===== config.mk =====
export PLATFORM = sky130hd
export DESIGN_NAME = add_acc_unit
export DESIGN_NICKNAME = d
export VERILOG_FILES = /design/src/rtl/add_acc_unit.sv
export SDC_FILE = /design/constraint.sdc
export NUM_CORES = 1
export LEC_CHECK = 0
export ABC_AREA = 1
export CAP_MARGIN = 20
export CORE_MARGIN = 2
export CORE_UTILIZATION = 35
export DETAILED_ROUTE_END_ITERATION = 6
export PLACE_DENSITY_LB_ADDON = 0.15
export REMOVE_ABC_BUFFERS = 1
export SKIP_CTS_REPAIR_TIMING = 1
export SLEW_MARGIN = 20
export SYNTH_ARGS = -nofsm -noshare
export SYNTH_HDL_FRONTEND = slang
export SYNTH_SLANG_ARGS = --single-unit

===== constraint.sdc =====
create_clock -name clk -period 3.05 [get_ports clk]
set_input_delay 0.915 -clock clk [delete_from_list [all_inputs] [get_ports clk]]
set_output_delay 0.915 -clock clk [all_outputs]
set_load 0.02 [all_outputs]

===== src/rtl/add_acc_unit.sv =====
// Registered unsigned adder/accumulator with ADD/ACC/SAT/CLR modes behind a valid/ready handshake.
// One-cycle latency with full throughput; a held result blocks input (in_ready = !out_valid || out_ready).
module add_acc_unit #(
    parameter int WIDTH     = 4,
    parameter int ACC_WIDTH = 8
) (
    input  logic                 clk,
    input  logic                 rst,
    input  logic                 in_valid,
    output logic                 in_ready,
    input  logic [WIDTH-1:0]     a,
    input  logic [WIDTH-1:0]     b,
    input  logic [1:0]           mode,
    output logic                 out_valid,
    input  logic                 out_ready,
    output logic [ACC_WIDTH-1:0] y,
    output logic                 ovf
);

    typedef enum logic [1:0] {
        MODE_ADD = 2'b00,
        MODE_ACC = 2'b01,
        MODE_SAT = 2'b10,
        MODE_CLR = 2'b11
    } mode_e;

    typedef enum logic {
        EMPTY = 1'b0,
        FULL  = 1'b1
    } state_e;

    state_e                 state_q;
    logic [ACC_WIDTH-1:0]   acc_q, acc_d;
    logic [ACC_WIDTH-1:0]   y_q, y_d;
    logic                   ovf_q, ovf_d;
    logic                   accept;
    logic [WIDTH:0]         sum_ab;
    logic [ACC_WIDTH:0]     acc_sum;

    assign in_ready = (state_q == EMPTY) || out_ready;
    assign accept   = in_valid && in_ready;

    // Extra top bit on each sum carries the SAT clip / ACC wrap indication.
    assign sum_ab  = {1'b0, a} + {1'b0, b};
    assign acc_sum = {1'b0, acc_q} + (ACC_WIDTH+1)'(sum_ab);

    always_comb begin
        acc_d = acc_q;
        y_d   = '0;
        ovf_d = 1'b0;
        case (mode_e'(mode))
            MODE_ADD: y_d = ACC_WIDTH'(sum_ab);
            MODE_ACC: begin
                acc_d = acc_sum[ACC_WIDTH-1:0];
                y_d   = acc_sum[ACC_WIDTH-1:0];
                ovf_d = acc_sum[ACC_WIDTH];
            end
            MODE_SAT: begin
                if (sum_ab[WIDTH]) begin
                    y_d   = ACC_WIDTH'({WIDTH{1'b1}});
                    ovf_d = 1'b1;
                end else begin
                    y_d   = ACC_WIDTH'(sum_ab);
                end
            end
            default: acc_d = '0;
        endcase
    end

    always_ff @(posedge clk) begin
        if (rst) begin
            state_q <= EMPTY;
            acc_q   <= '0;
            y_q     <= '0;
            ovf_q   <= 1'b0;
        end else if (accept) begin
            state_q <= FULL;
            acc_q   <= acc_d;
            y_q     <= y_d;
            ovf_q   <= ovf_d;
        end else if (out_ready) begin
            state_q <= EMPTY;
        end
    end

    assign out_valid = (state_q == FULL);
    assign y         = y_q;
    assign ovf       = ovf_q;

endmodule


======== Word level (Yosys, flattened, before mapping) ========
Index checks and enable logic that the tools add are counted.
word-level totals
  output and inout port bits .............. 11
  input port bits ......................... 14
  register bits ........................... 18
  word-level logic and storage cells ...... 23
operators by class
  add/subtract/negate cells ............... 2
  mux-type cells .......................... 7
  bitwise logic cells ..................... 2
  reductions and logical operators ........ 6
  equality and inequality tests ........... 2
operators by type and width
  cell                                                                   count
  8-bit one-hot mux with 3 select lines                                  1
  8-bit one-hot mux with 2 select lines                                  1
  8-bit by 5-bit adder with 9-bit output                                 1
  4-bit by 4-bit adder with 5-bit output                                 1
  4-bit two-way mux                                                      1
  1-bit two-way mux                                                      3
  2-bit by 1-bit equality test with 1-bit output, second input constant  1
  2-bit equality test, second input constant                             1
  2-bit zero test                                                        1
  1-bit NOT                                                              2
  1-bit one-hot mux with 2 select lines                                  1
  2-bit AND reduction                                                    1
  2-bit nonzero test                                                     1
  2-bit OR reduction                                                     1
  1-bit logical AND                                                      1
  1-bit logical OR                                                       1

======== Logic depth before layout (Yosys ltp) ========
  word-level depth ........................ 4
  depth in mapped cells ................... 15
  mapped depth without buffers ............ 15

======== Least setup slack after synthesis ========
OpenSTA, ideal clock, no wires.
  path type ............................... input port to flip-flop
  from .................................... input port a[0]
  to ...................................... register y_q[4] (netlist: y[4])
  required time ........................... 2.931 ns
  stages on the path ...................... 12
  data arrival time ....................... 2.571 ns
  setup slack ............................. 0.360 ns
  buffers on the path ..................... 0
  cells stage by stage .................... ha_1 fa_1 inv_1 fa_1 inv_1 nand3_1 nand2_1 nand2_1 nand3_1 nand2_1 nand2_1 a21oi_2
between the ends
  longest elaborated chain between the ends .. 3
RTL lines
  element                                   line  source
  start: declaration                        11    input logic [WIDTH-1:0] a,
  4-bit by 4-bit adder with 5-bit output *  44    assign sum_ab = {1'b0, a} + {1'b0, b};
  8-bit by 5-bit adder with 9-bit output    45    assign acc_sum = {1'b0, acc_q} + (ACC_WIDTH+1)'(sum_ab);
  8-bit one-hot mux with 3 select lines *   51    case (mode_e'(mode))
  end signal: assignment                    79    y_q <= y_d;
  end: declaration                          34    logic [ACC_WIDTH-1:0] y_q, y_d;
Every way passes the cells marked *; elsewhere a longest branch is shown, timed or not.
A chain may end at the register's enable or synchronous reset.

======== Final worst setup path ========
  from .................................... input port out_ready
  to ...................................... output port in_ready
between the ends
  longest elaborated chain between the ends .. 1
RTL lines
  element             line  source
  start: declaration  15    input logic out_ready,
  1-bit logical OR    40    assign in_ready = (state_q == EMPTY) || out_ready;
  end: declaration    10    output logic in_ready,
Every way passes these cells.

==> summary.txt <==
Outcome
  – Status: completed

Hold path
  – Worst Hold Class: reg -> reg
  – Hold Startpoint: y[1]$_SDFFE_PP0P_
  – Hold endpoint: y[1]$_SDFFE_PP0P_
  – Hold depth: 2

Floorplanning
  – IO Count: 25
  – Initial Util: about 36%
  – Core area: roughly 3600 sq um
  – Rows: 22
  – Die ar.: between 4000 and 5000 sq um
  – Die H: 64.6 microns
  – Die X: around 65 microns

Synthesis
  – Top_reg_cell synth: dfxtp_1
  – Post-synth top area share: around 28%
  – Number of synthesized flops with an enable pin: 0
  – Post-synth ARST share: 0%
  – Syn Std Cell Area: 1280 sq um
  – Cell with the most instances after synthesis: nand2_1
  – Register area share after synthesis: 28.1%
  – Commonest cells in the netlist: nand2_1 (44), a21oi_1 (22), inv_1 (22)
  – Synthesized netlist cell count: between 150 and 200
  – Ys Warns: 0
  – Synth cell types: 26
  – Area contributors post-synth: dfxtp_1 (28%), nand2_1 (13%), ha_1 (13%)
  – #FFs+latches synth: 18
  – Synth area leader: dfxtp_1
  – Syn avg cell area: roughly 7 sq um

Final layout
  – Util after Layout: between 40% and 50%
  – Share of post-route cells with drive strength above 1: 17.9%
  – Syn-to-layout area delta: 35.7%
  – Final net count: roughly 240
  – Filler Cells Inserted: between 300 and 400
  – Fin cells: between 200 and 300
  – Number of antenna diodes: 0

Worst setup path
  – FF-to-FF path depth: 8
  – Critical path launch point type: primary input
  – Cell chain of the critical path: clkdlybuf4s50_1 -> inv_1 -> nand2_2 -> clkdlybuf4s50_1
  – Crit path kind: in -> out
  – Most frequent CP cell: clkdlybuf4s50_1
  – Critical path fanouts, max: 3
  – Worst reg2reg endpoint: y[1]$_SDFFE_PP0P_
  – Worst R2R Start: acc_q[0]$_SDFFE_PP0P_
  – Setup slack, reg-to-reg: 1350 ps
  – Slowest CP cell: clkdlybuf4s50_1
  – WP data arrival: 2110 ps
  – Delay of the slowest critical-path stage: approximately 610 ps
  – Worst EP required: between 2000 and 2500 ps
  – Crit. End Element: output port

Place
  – Place WS: -244 ps
  – # placed instances: 255
  – Placer Congestion: 0.793
  – Port Buf Inserts: 24
  – DP Wirelength: 2550 microns

Drt
  – Routed vias/inst: 5.00
  – DR WL/cell: between 10 and 15 microns
  – Starting DRC count in detailed routing: 36
  – Routed WL: roughly 3400 microns
  – Pre-antenna DRT Iters: 4
  – DRC violations left: 0
  – Final ANT Viol Nets: 0
  – Via count: 1300

Clocking
  – # H-tree levels: 1
  – Clock sink count: 18
  – Clock root buffer: clkbuf_8
  – CTS tree: yes
  – Num CTS Buffers: 3
  – Clock Path Buffers: 2
  – Clk Latency, worst-skew pair: roughly 250 ps
  – Clk slew on worst S/H paths: 70 ps

Timing
  – Fin. max-slew vios: 0
  – Final setup viols: 0
  – Fmax: 331 MHz
  – Slew HR: 75.0%
  – Slew @ Worst Pin: 373 ps
  – Hold violation count in the final report: 0
  – TNS Setup: 0 ps
  – Worst Skew: 2.29 ps
  – Final Critical Period: just over 3000 ps
  – Fraction of the cycle the final worst path needs: 99.0%
  – Setup slack after layout: between 20 and 30 ps

Run
  – Max-cap viol count: 0

GRT
  – GR Overflow Total: 0
  – Vias in the first global route: about 1300
  – Global-route usage over all layers: between 10% and 20%
  – First-pass GRT wire length: around 5600 microns
  – Initial antenna violation count: 0
  – Largest net degree at the start of global routing: 16

Pwr
  – PwrDens: a little over 400 nW/um^2
  – Peak VDD IR: around 220 uV
  – Final Power: roughly 710 uW
  – Leak Pwr: 0.000772 uW
==> metal layers <==
metal / global-route usage [%] / share of wire [%] / vias up
li1: - / - / 662
met1: 20.5 / 47 / 608
met2: 31.1 / 49 / 24
met3: 4.34 / 3.4 / 6
met4: 3.72 / 0.89 / 0
met5: 0 / 0 / -
==> worst max-delay path, delay by kind of cell <==
family,cells,cell delay (ps)
buffers and inverters,3,1120
and+or+nand+nor,1,70
==> cell type report <==
class                           instances  area [sq um]  share of cell area [%]
Multi-Input combinational cell        135           885                    50.8
Sequential cell                        18           360                    20.7
Timing Repair Buffer                   30           288                    16.5
Inverter                               25          93.8                    5.39
Tap cell                               48          60.1                    3.45
Clock buffer                            4          55.1                    3.16
==> cell usage in the layout, fill, tap and decap left out <==
cell and n:
a21oi_1 21, a21oi_2 2, and2_1 1, buf_4 6, clkbuf_8 4, clkdlybuf4s50_1 23
dfxtp_1 18, dlymetal6s2s_1 1, fa_2 2, ha_1 8, ha_2 1, ha_4 4
inv_1 21, inv_2 4, nand2_1 43, nand2_2 4, nand2_4 1, nand3_1 17
nand3_2 5, nand3b_1 1, nand4_1 4, nor2_1 5, nor2_2 1, nor2_4 2
nor3_1 1, o21ai_0 6, o21ai_1 4, o21bai_2 1, xor2_2 1
==> power by group <==
part / internal [uW] / switching [uW] / total [uW]
registers: 250 / 11.5 / 262
clock network: 115 / 85.3 / 200
logic: 111 / 136 / 247
==> worst max-delay path by stage <==
stage	startpoint	end	slack (ps)	cells after the start
final	out_ready	in_ready	30	4
after global routing	a[2]	ovf$_SDFFE_PP0P_	-10	14
after CTS	a[0]	y[7]$_SDFFE_PP0P_	20	13
after detailed placement	a[0]	y[4]$_SDFFE_PP0P_	-240	13
after global placement	a[0]	y[4]$_SDFFE_PP0P_	-220	13
after floorplan	a[0]	y[4]$_SDFFE_PP0P_	360	11
==> logic make-up (layout without fill, tap and decap cells) <==
logic type / Yosys count / after routing / synth area share [%]
AND/OR/NAND/NOR: 85 / 85 / 31.7
flip-flops: 18 / 18 / 28.1
AO/OA/AOI/OAI: 34 / 34 / 13.7
adder cells (fa/ha/maj): 15 / 15 / 15.8
XOR/XNOR: 1 / 1 / 0.682
buffers and inverters: 29 / 59 / 10.0
==> registers in the layout, indices dropped and copies added (netlist names) <==
| name | cells |
|---|---|
| y | 8 |
| ovf | 1 |
| acc_q | 8 |
| out_valid | 1 |
==> stage by stage <==
step	instance area, sq um	hold WS [ps]
2_1_floorplan	1250	484
3_3_place_gp	1590	456
3_5_place_dp	1590	460
4_1_cts	1640	471
5_1_grt	1740	497
6_report	1740	472
Note: power is estimated with default switching activity, not from simulation.
